$ cat config.mk
export PLATFORM = sky130hd
export DESIGN_NAME = clock_crossing_arbiter
export DESIGN_NICKNAME = d
export VERILOG_FILES = /design/src/rtl/clock_crossing_arbiter.sv
export SDC_FILE = /design/constraint.sdc
export NUM_CORES = 1
export LEC_CHECK = 0
export ABC_CLOCK_PERIOD_IN_PS = 3150
export CAP_MARGIN = 0
export CORE_ASPECT_RATIO = 1.5
export CORE_MARGIN = 8
export CORE_UTILIZATION = 35
export DETAILED_ROUTE_END_ITERATION = 8
export PLACE_DENSITY_LB_ADDON = 0.12
export SYNTH_ARGS = -nofsm -noshare
export SYNTH_HDL_FRONTEND = slang
export SYNTH_SLANG_ARGS = --single-unit
$ cat constraint.sdc
create_clock -name slave_clk -period 3.15 [get_ports slave_clk]
set_input_delay 0.63 -clock slave_clk [delete_from_list [all_inputs] [get_ports slave_clk]]
set_output_delay 0.63 -clock slave_clk [all_outputs]
set_load 0.02 [all_outputs]
$ cat src/rtl/clock_crossing_arbiter.sv
// Arbiter sharing one clock-crossing bridge slave port among requesters.
// Define CLOCK_CROSSING_ARB_FIXED_PRIO_EN for fixed lowest-index priority.
module clock_crossing_arbiter #(
  parameter int NUM_REQ   = 2,
  parameter int RSP_DEPTH = 8,
  parameter int ID_W      = 3
) (
  input  logic                    slave_clk,
  input  logic                    slave_reset_n,
  input  logic [NUM_REQ-1:0]      req_read,
  input  logic [NUM_REQ-1:0]      req_write,
  input  logic [NUM_REQ*28-1:0]   req_address,
  input  logic [NUM_REQ*2-1:0]    req_burstcount,
  input  logic [NUM_REQ*4-1:0]    req_byteenable,
  input  logic [NUM_REQ*32-1:0]   req_writedata,
  output logic [NUM_REQ-1:0]      req_waitrequest,
  output logic [NUM_REQ-1:0]      req_readdatavalid,
  output logic [31:0]             req_readdata,
  output logic                    br_read,
  output logic                    br_write,
  output logic [27:0]             br_address,
  output logic [27:0]             br_nativeaddress,
  output logic [1:0]              br_burstcount,
  output logic [3:0]              br_byteenable,
  output logic [31:0]             br_writedata,
  input  logic                    br_waitrequest,
  input  logic                    br_readdatavalid,
  input  logic [31:0]             br_readdata,
  output logic                    rsp_err
);
  localparam int AW = $clog2(RSP_DEPTH);

  typedef enum logic {IDLE, WBURST} state_t;

  state_t          state_q, state_d;
  logic [ID_W-1:0] lock_q, lock_d;
  logic [1:0]      beats_q, beats_d;
`ifndef CLOCK_CROSSING_ARB_FIXED_PRIO_EN
  logic [ID_W-1:0] last_q, last_d;
`endif

  logic [NUM_REQ-1:0] req_any, gnt_oh;
  logic [ID_W-1:0]    gnt_id;
  logic               found;
  logic               cmd_rd, cmd_wr;
  logic [1:0]         cmd_bc;
  logic               acc_rd, acc_wr;

  logic [ID_W-1:0] id_mem  [RSP_DEPTH];
  logic [1:0]      cnt_mem [RSP_DEPTH];
  logic [AW:0]     wr_ptr, rd_ptr;
  logic            empty, full, push, pop, rsp_hit;
  logic [ID_W-1:0] head_id;
  logic [1:0]      head_cnt;

  assign req_any  = req_read | req_write;
  assign empty    = wr_ptr == rd_ptr;
  assign full     = (wr_ptr[AW] != rd_ptr[AW]) &&
                    (wr_ptr[AW-1:0] == rd_ptr[AW-1:0]);
  assign head_id  = id_mem[rd_ptr[AW-1:0]];
  assign head_cnt = cnt_mem[rd_ptr[AW-1:0]];

  always_comb begin
    gnt_oh = '0;
    gnt_id = '0;
    found  = 1'b0;
    unique case (1'b1)
      state_q == WBURST: begin
        for (int i = 0; i < NUM_REQ; i++)
          if (i == int'(lock_q) && req_write[i]) begin
            gnt_oh[i] = 1'b1;
            gnt_id    = lock_q;
          end
      end
      state_q == IDLE: begin
`ifdef CLOCK_CROSSING_ARB_FIXED_PRIO_EN
        for (int i = 0; i < NUM_REQ; i++)
          if (!found && req_any[i]) begin
            found     = 1'b1;
            gnt_oh[i] = 1'b1;
            gnt_id    = ID_W'(i);
          end
`else
        for (int k = 1; k <= NUM_REQ; k++)
          for (int i = 0; i < NUM_REQ; i++)
            if (!found && req_any[i] &&
                i == (int'(last_q) + k) % NUM_REQ) begin
              found     = 1'b1;
              gnt_oh[i] = 1'b1;
              gnt_id    = ID_W'(i);
            end
`endif
      end
    endcase
  end

  always_comb begin
    cmd_rd        = 1'b0;
    cmd_wr        = 1'b0;
    cmd_bc        = 2'd1;
    br_address    = '0;
    br_byteenable = '0;
    br_writedata  = '0;
    for (int i = 0; i < NUM_REQ; i++)
      if (gnt_oh[i]) begin
        cmd_wr        = req_write[i];
        cmd_rd        = req_read[i] & ~req_write[i];
        br_address    = req_address[28*i +: 28];
        cmd_bc        = req_burstcount[2*i +: 2];
        br_byteenable = req_byteenable[4*i +: 4];
        br_writedata  = req_writedata[32*i +: 32];
      end
    if (cmd_bc == 2'd0)
      cmd_bc = 2'd1;
  end

  // A read is held off while no tracking slot is free
  assign br_read          = cmd_rd & ~full;
  assign br_write         = cmd_wr;
  assign br_nativeaddress = br_address;
  assign br_burstcount    = cmd_bc;
  assign acc_rd           = br_read & ~br_waitrequest;
  assign acc_wr           = br_write & ~br_waitrequest;

  assign req_waitrequest =
    ~gnt_oh | {NUM_REQ{br_waitrequest | ~(br_read | br_write)}};

  always_comb begin
    state_d = state_q;
    lock_d  = lock_q;
    beats_d = beats_q;
`ifndef CLOCK_CROSSING_ARB_FIXED_PRIO_EN
    last_d  = last_q;
`endif
    unique case (1'b1)
      state_q == IDLE: begin
`ifndef CLOCK_CROSSING_ARB_FIXED_PRIO_EN
        if (acc_wr || acc_rd)
          last_d = gnt_id;
`endif
        if (acc_wr && cmd_bc != 2'd1) begin
          state_d = WBURST;
          lock_d  = gnt_id;
          beats_d = cmd_bc - 2'd1;
        end
      end
      state_q == WBURST: begin
        if (acc_wr) begin
          beats_d = beats_q - 2'd1;
          if (beats_q == 2'd1)
            state_d = IDLE;
        end
      end
    endcase
  end

  assign push    = acc_rd;
  assign rsp_hit = br_readdatavalid & ~empty;
  assign pop     = rsp_hit & (head_cnt == 2'd1);

  always_ff @(posedge slave_clk or negedge slave_reset_n) begin
    if (!slave_reset_n) begin
      state_q <= IDLE;
      lock_q  <= '0;
      beats_q <= '0;
`ifndef CLOCK_CROSSING_ARB_FIXED_PRIO_EN
      last_q  <= ID_W'(NUM_REQ - 1);
`endif
      wr_ptr  <= '0;
      rd_ptr  <= '0;
      rsp_err <= 1'b0;
    end else begin
      state_q <= state_d;
      lock_q  <= lock_d;
      beats_q <= beats_d;
`ifndef CLOCK_CROSSING_ARB_FIXED_PRIO_EN
      last_q  <= last_d;
`endif
      if (push)
        wr_ptr <= wr_ptr + 1'b1;
      if (pop)
        rd_ptr <= rd_ptr + 1'b1;
      if (br_readdatavalid && empty)
        rsp_err <= 1'b1;
    end
  end

  // Push slot never aliases the head: pushes are blocked when full
  always_ff @(posedge slave_clk) begin
    if (push) begin
      id_mem[wr_ptr[AW-1:0]]  <= gnt_id;
      cnt_mem[wr_ptr[AW-1:0]] <= cmd_bc;
    end
    if (rsp_hit)
      cnt_mem[rd_ptr[AW-1:0]] <= head_cnt - 2'd1;
  end

  always_comb begin
    req_readdatavalid = '0;
    for (int i = 0; i < NUM_REQ; i++)
      req_readdatavalid[i] = rsp_hit && head_id == ID_W'(i);
  end

  assign req_readdata = br_readdata;

endmodule

After elaboration in Yosys (flattened, before gate mapping)
Memory sizes are Yosys's and may differ from the RTL's.
Index checks and enable logic that the tools add are counted.
Storage, ports and cells
  output and inout port bits: 133
  logic and storage cells: 117
  memories kept: 2
  memory bits (writable): 40
  flip-flop bits (word level): 16
Operators by class
  add/subtract/negate cells: 7
  multiplexer cells: 42
  bitwise operators: 21
  equality and inequality tests: 12
  reduce and logical (&&, ||, !) cells: 26
Memories
  id_mem: depth 8, bits a word 3, rd ports 1, clocked after memory_dff 0, write ports 1, line 49  | logic [ID_W-1:0] id_mem [RSP_DEPTH];
  cnt_mem: depth 8, bits a word 2, rd ports 1, clocked after memory_dff 0, write ports 2, line 50  | logic [1:0] cnt_mem [RSP_DEPTH];
Operators with widths (number)
  $logic_not 32->1: 2
  $mux 32: 2
  $mux 28: 2
  $mux 1: 24
  $logic_and 1x1->1: 14
  $mux 2: 5
  $mux 3: 3
  $add 4x1->4 const B: 2
  $mux 4: 2
  $pmux 2 s2: 2
  $and 1x1->1: 7
  $not 1->1: 7
  $logic_not 3->1: 2
  $ne 2x1->1 const B: 3
  $pmux 3 s2: 1
  $reduce_and 2->1: 3
  $sub 2x1->2 const B: 3
  $eq 2x1->1 const B: 2
  $eq 2x2->1 const A: 2
  $eq 4x4->1: 1
  $or 2x2->2: 2
  $eq 2x3->1 const A: 1
  $eq 3x1->1 const B: 1
  $eq 3x3->1: 1
  other kinds (9): 14

Logic depth before layout (Yosys ltp)
Gate-level depths: netlist of run 1.
  word-level depth: 29
  mapped depth: 9
  mapped depth without buffers: 7

Worst setup path before layout of run 1
No wires, ideal clock.
  path type: flip-flop to output port
  start point: register rd_ptr[1]
  end point: output port req_readdatavalid[0]
  path buffers: 2
  slack: 0.185 ns
  required time: 2.520 ns
  arrival time: 2.335 ns
  stages on the path, launching flop included: 7
  cell sequence: dfrtp_1 > buf_2 > buf_1 > a21oi_1 > o211ai_1 > nand4_1 > a2111oi_0
Between the ends
  longest elaborated chain between the ends: 4
RTL lines
  start, declared: line 51  | logic [AW:0] wr_ptr, rd_ptr;
  start signal, assigned: line 182  | rd_ptr <= rd_ptr + 1'b1;
  branches (longest 3 deep; another with $mem_v2 8x3)
  $logic_and 1x1->1 (*): line 201  | req_readdatavalid[i] = rsp_hit && head_id == ID_W'(i);
  end, declared: line 17  | output logic [NUM_REQ-1:0] req_readdatavalid,
Mark *: on every way between the ends.

Worst setup path in the final report of run 1
  start point: input port req_read[1]
  end point: output port br_address[26]
Between the ends
  longest elaborated chain between the ends: 16
RTL lines
  start, declared: line 10  | input logic [NUM_REQ-1:0] req_read,
  $or 2x2->2 (*): line 56  | assign req_any = req_read | req_write;
  $logic_and 1x1->1 (2 in series): line 86  | if (!found && req_any[i] &&
  $mux 1: line 86
  $mux 1: line 67  | unique case (1'b1)
  $logic_not 1->1: line 86
  $logic_and 1x1->1 (2 in series): line 86
  $mux 1: line 86
  $mux 1: line 67
  $logic_not 1->1: line 86
  $logic_and 1x1->1 (2 in series): line 86
  $mux 1: line 86
  $pmux 2 s2 (*): line 67
  $mux 28 (*): line 105  | if (gnt_oh[i]) begin
  end, declared: line 21  | output logic [27:0] br_address,
Every way passes the cells marked *; elsewhere a longest branch is shown, timed or not. The select of a mux whose other input is x is not followed.

==> flow_summary.toml, run 1 <==
[yosys]
async_reset_ff_share_pct = 28.57
synth_enable_flop_cells = 40
yosysWarningCount = 0
synth.avg_cell_area_um2 = 10.30
dominant_synthesized_flop_cell = "sky130_fd_sc_hd__edfxtp_1"
fraction_of_the_yosys_area_taken_by_sequential_cells_pct = 39.70
post_synthesis_register_bit_count = 56
netlist-cell-type-count = 56
post_synthesis_cell_area_mm2 = 0.004038
synthesis.instances = 392

[cells_and_area]
multi_input_area_mm2 = 0.002031
layout.cells.most_common_list = "sky130_fd_sc_hd__clkdlybuf4s50_1 (139), sky130_fd_sc_hd__buf_4 (59), sky130_fd_sc_hd__a22o_1 (51)"
layout.cells.most_common = "sky130_fd_sc_hd__clkdlybuf4s50_1"
synthToLayoutAreaGrowth_pct = 69.88
area.sequential_mm2 = 0.001603
drive_gt1_share_pct = 30.10
antenna_cells_inserted = 0
fillerInstances = 997
finish.net_count = 793
final_area_mm2 = 0.006859

[global_routing]
grt_use_total_pct = 23.01
antenna_found_initial = 0
grt_pass1_wl_um = 26850
largest_net_degree_at_the_start_of_global_routing = 38
grt_overflow_total = 0
vias_in_the_first_global_route = 4436

[routing]
initialDrtViolationCount = 166
drt_drc_violations_left = 0
drt.antenna.violating_nets = 0
detail_route.first_pass.iterations = 4
drt-wirelength-per-cell_um = 23.63
drt-vias-per-instance = 5.185
drt-total-wl_um = 18150
dr_total_vias = 3982

[worst_setup_path]
critPathRequiredTime_ns = 2.52
worst_setup_path_start_kind = "primary input"
cp_num_buf_inv = 4
criticalPathCategory = "in -> out"
critical_path.endpoint_type = "output port"
worst-r2r-setup-slack_ns = 0.58
timing.reg2reg.worst_path_depth = 8
critical_path.cell_chain = "clkdlybuf4s50_1, o21bai_1, buf_4, nand2_1, o21ai_4, bufbuf_16, a22o_1, clkdlybuf4s15_2"
path_delay_family = "buffers and inverters"
critical_path_depth = 8
cp_data_arrival_time_ns = 2.47
cpMaxStageDelayCell = "sky130_fd_sc_hd__clkdlybuf4s50_1"
crit_fanout = 19
timing.critical_path.slowest_cell_delay_ns = 0.42

[floorplan]
num_io_pins = 305
row_count = 48
design.die.area_mm2 = 0.01530
floorplan.core_area_mm2 = 0.01141
chipWidth_um = 103.7
floorplan.die.height_um = 147.5
initial_core_utilization_pct = 35.38

[cts]
cts_h_tree_lvls = 2
cts_root_buffer = "sky130_fd_sc_hd__clkbuf_16"
clock-sinks = 56
clock_path_buffers = 2
cts-buffers-inserted = 5
clkTransAtPathRegs_ns = 0.07
clock_insertion_delay_worst_skew_ns = 0.29
cts_tree = "yes"

[run]
maxCapViolations = 0

[sta]
final.setup.worst_slack_ns = 0.04658
setup_viol = 0
worst_pin_slew_ns = 0.7438
period_share_pct = 98.52
rsz_0062_raised_after_global_routing = "true"
skew_ns = 0.003875
fmax_mhz = 322.2
slew_viol_final = 0
hold_viol_final = 0
min_period_ns = 3.103
timing.slew.headroom_pct = 50.25
finalHoldWorstSlack_ns = 0.4795

[pwr]
power_density_over_the_cells_mw_per_mm2 = 978.5
power.ir.vdd_worst_v = 0.0005140
p_leak_uw = 0.002874

[hold_path]
worst_hold_path_class = "reg -> reg"
holdPathStages = 1

[place]
dpl_cell_area_mm2 = 0.006573
placement.io_buffers = 240
gp_congestion = 0.8593
pre_cts_slack_ns = -0.4114
place.detailed.hpwl_um = 15370

[status]
status = "complete, no violations"
-- power breakdown --
group	total [uW]	switching (uW)	internal, uW
Clock	613	239	374
Combinational	4990	2700	2280
Sequential	1110	110	1000
-- layout make-up --
type                       instances  share of cell area (%)
timing repair buffer             290                   41.30
multi-input combinational        253                   29.61
sequential                        56                   23.37
tap                              150                   2.736
clock buffer                       6                   1.879
inverter                          11                  0.6020
clock inverter                     2                  0.5108
-- layer usage --
| layer | track usage, % | vias to the layer above | part of all wire [%] | wire (um) |
|---|---|---|---|---|
| met1 | 21.72 | 1926 | 33 | 6064 |
| li1 | - | 1844 | - | - |
| met5 | 0 | - | 0 | 0 |
| met2 | 43.69 | 199 | 54 | 9872 |
| met3 | 11.20 | 13 | 11 | 2023 |
| met4 | 4.509 | 0 | 1.0 | 184 |
-- final timing paths --
path,start,endpoint
hold reg to reg,rsp_err,rsp_err
hold / removal,rsp_err,rsp_err
setup / recovery,req_read[1],br_address[26]
max in group asynchronous,slave_reset_n,beats_q[0]
setup reg to reg,rd_ptr[1],cnt_mem[5][1]
min in group asynchronous,slave_reset_n,rsp_err
-- state kept, by name, indices dropped and copies added, names as in the netlist --
signal   cells
rd_ptr       4
cnt_mem     16
beats_q      2
wr_ptr       4
lock_q       3
last_q       1
state_q      1
id_mem      24
rsp_err      1
-- through the flow --
step	instances	TNS, ns	power (uW)	util (%)
2_1_floorplan	407	0	3931	-
3_3_place_gp	758	-22.86	6105	57.60
3_5_place_dp	758	-26.59	6158	57.60
4_1_cts	768	-0.1617	6788	60.25
5_1_grt	768	-0.1103	7085	60.11
6_report	768	0	6712	60.11
-- synth_stat cells, drive strengths merged, types with 2 or more instances --
master | number | share of area (%)
nor2 | 15 | 1.4
ha | 4 | 1.2
nand4 | 2 | 0.31
nand3b | 2 | 0.37
o211ai | 4 | 0.74
o22ai | 4 | 0.62
a31oi | 3 | 0.46
a22o | 65 | 14
o21bai | 3 | 0.56
dfrtp | 15 | 9.3
nor4 | 2 | 0.31
nand2 | 22 | 2.0
a32oi | 2 | 0.43
nor3 | 7 | 0.87
o21ai | 9 | 1.1
inv | 11 | 1.0
a21o | 4 | 0.74
a21oi | 7 | 0.87
xnor2 | 9 | 2.0
nor3b | 2 | 0.65
and2 | 4 | 0.74
and2b | 2 | 0.37
o2111ai | 2 | 0.43
a2111oi | 2 | 0.90
or2 | 4 | 0.62
buf | 78 | 13
mux4 | 3 | 1.7
nand3 | 10 | 1.2
clkbuf | 9 | 0.87
a41oi | 2 | 0.43
edfxtp | 40 | 30
nand2b | 4 | 0.62
mux2i | 11 | 2.7
nor2b | 4 | 0.62
mux2 | 12 | 3.4
-- repair_timing --
action,CTS,global route
hold buffers,0,0
pin swaps,5,3
endpoints found under the hold margin,0,0
gates cloned,1,0
setup buffers,2,0
endpoints found under the setup margin,93,54
resized for setup,233,8
-- kinds of logic (layout without fill, tap and decap cells) --
kind of cell,count (synthesis),after routing,share of synthesized area [%]
other,1,16,0.09288
buffers and inverters,98,309,15.18
DFF,56,56,39.70
and+or+nand+nor,81,81,10.32
xor gates and xnor gates,10,10,2.169
muxes,26,26,7.840
AOI/OAI and AO/OA,116,116,23.46
adders and majority gates,4,4,1.240
Note: power is estimated with default switching activity, not from simulation.
==> run 2, diff against run 1 <==
- GPL_ROUTABILITY_DRIVEN: default -> 1
==> results of run 2 <==
The final DEF is identical to that of run 1; final timing and power are the same.
==> run 3, diff against run 2 <==
- GPL_ROUTABILITY_DRIVEN: 1 -> 0
==> results of run 3 <==
The final DEF is identical to that of run 1; final timing and power are the same.
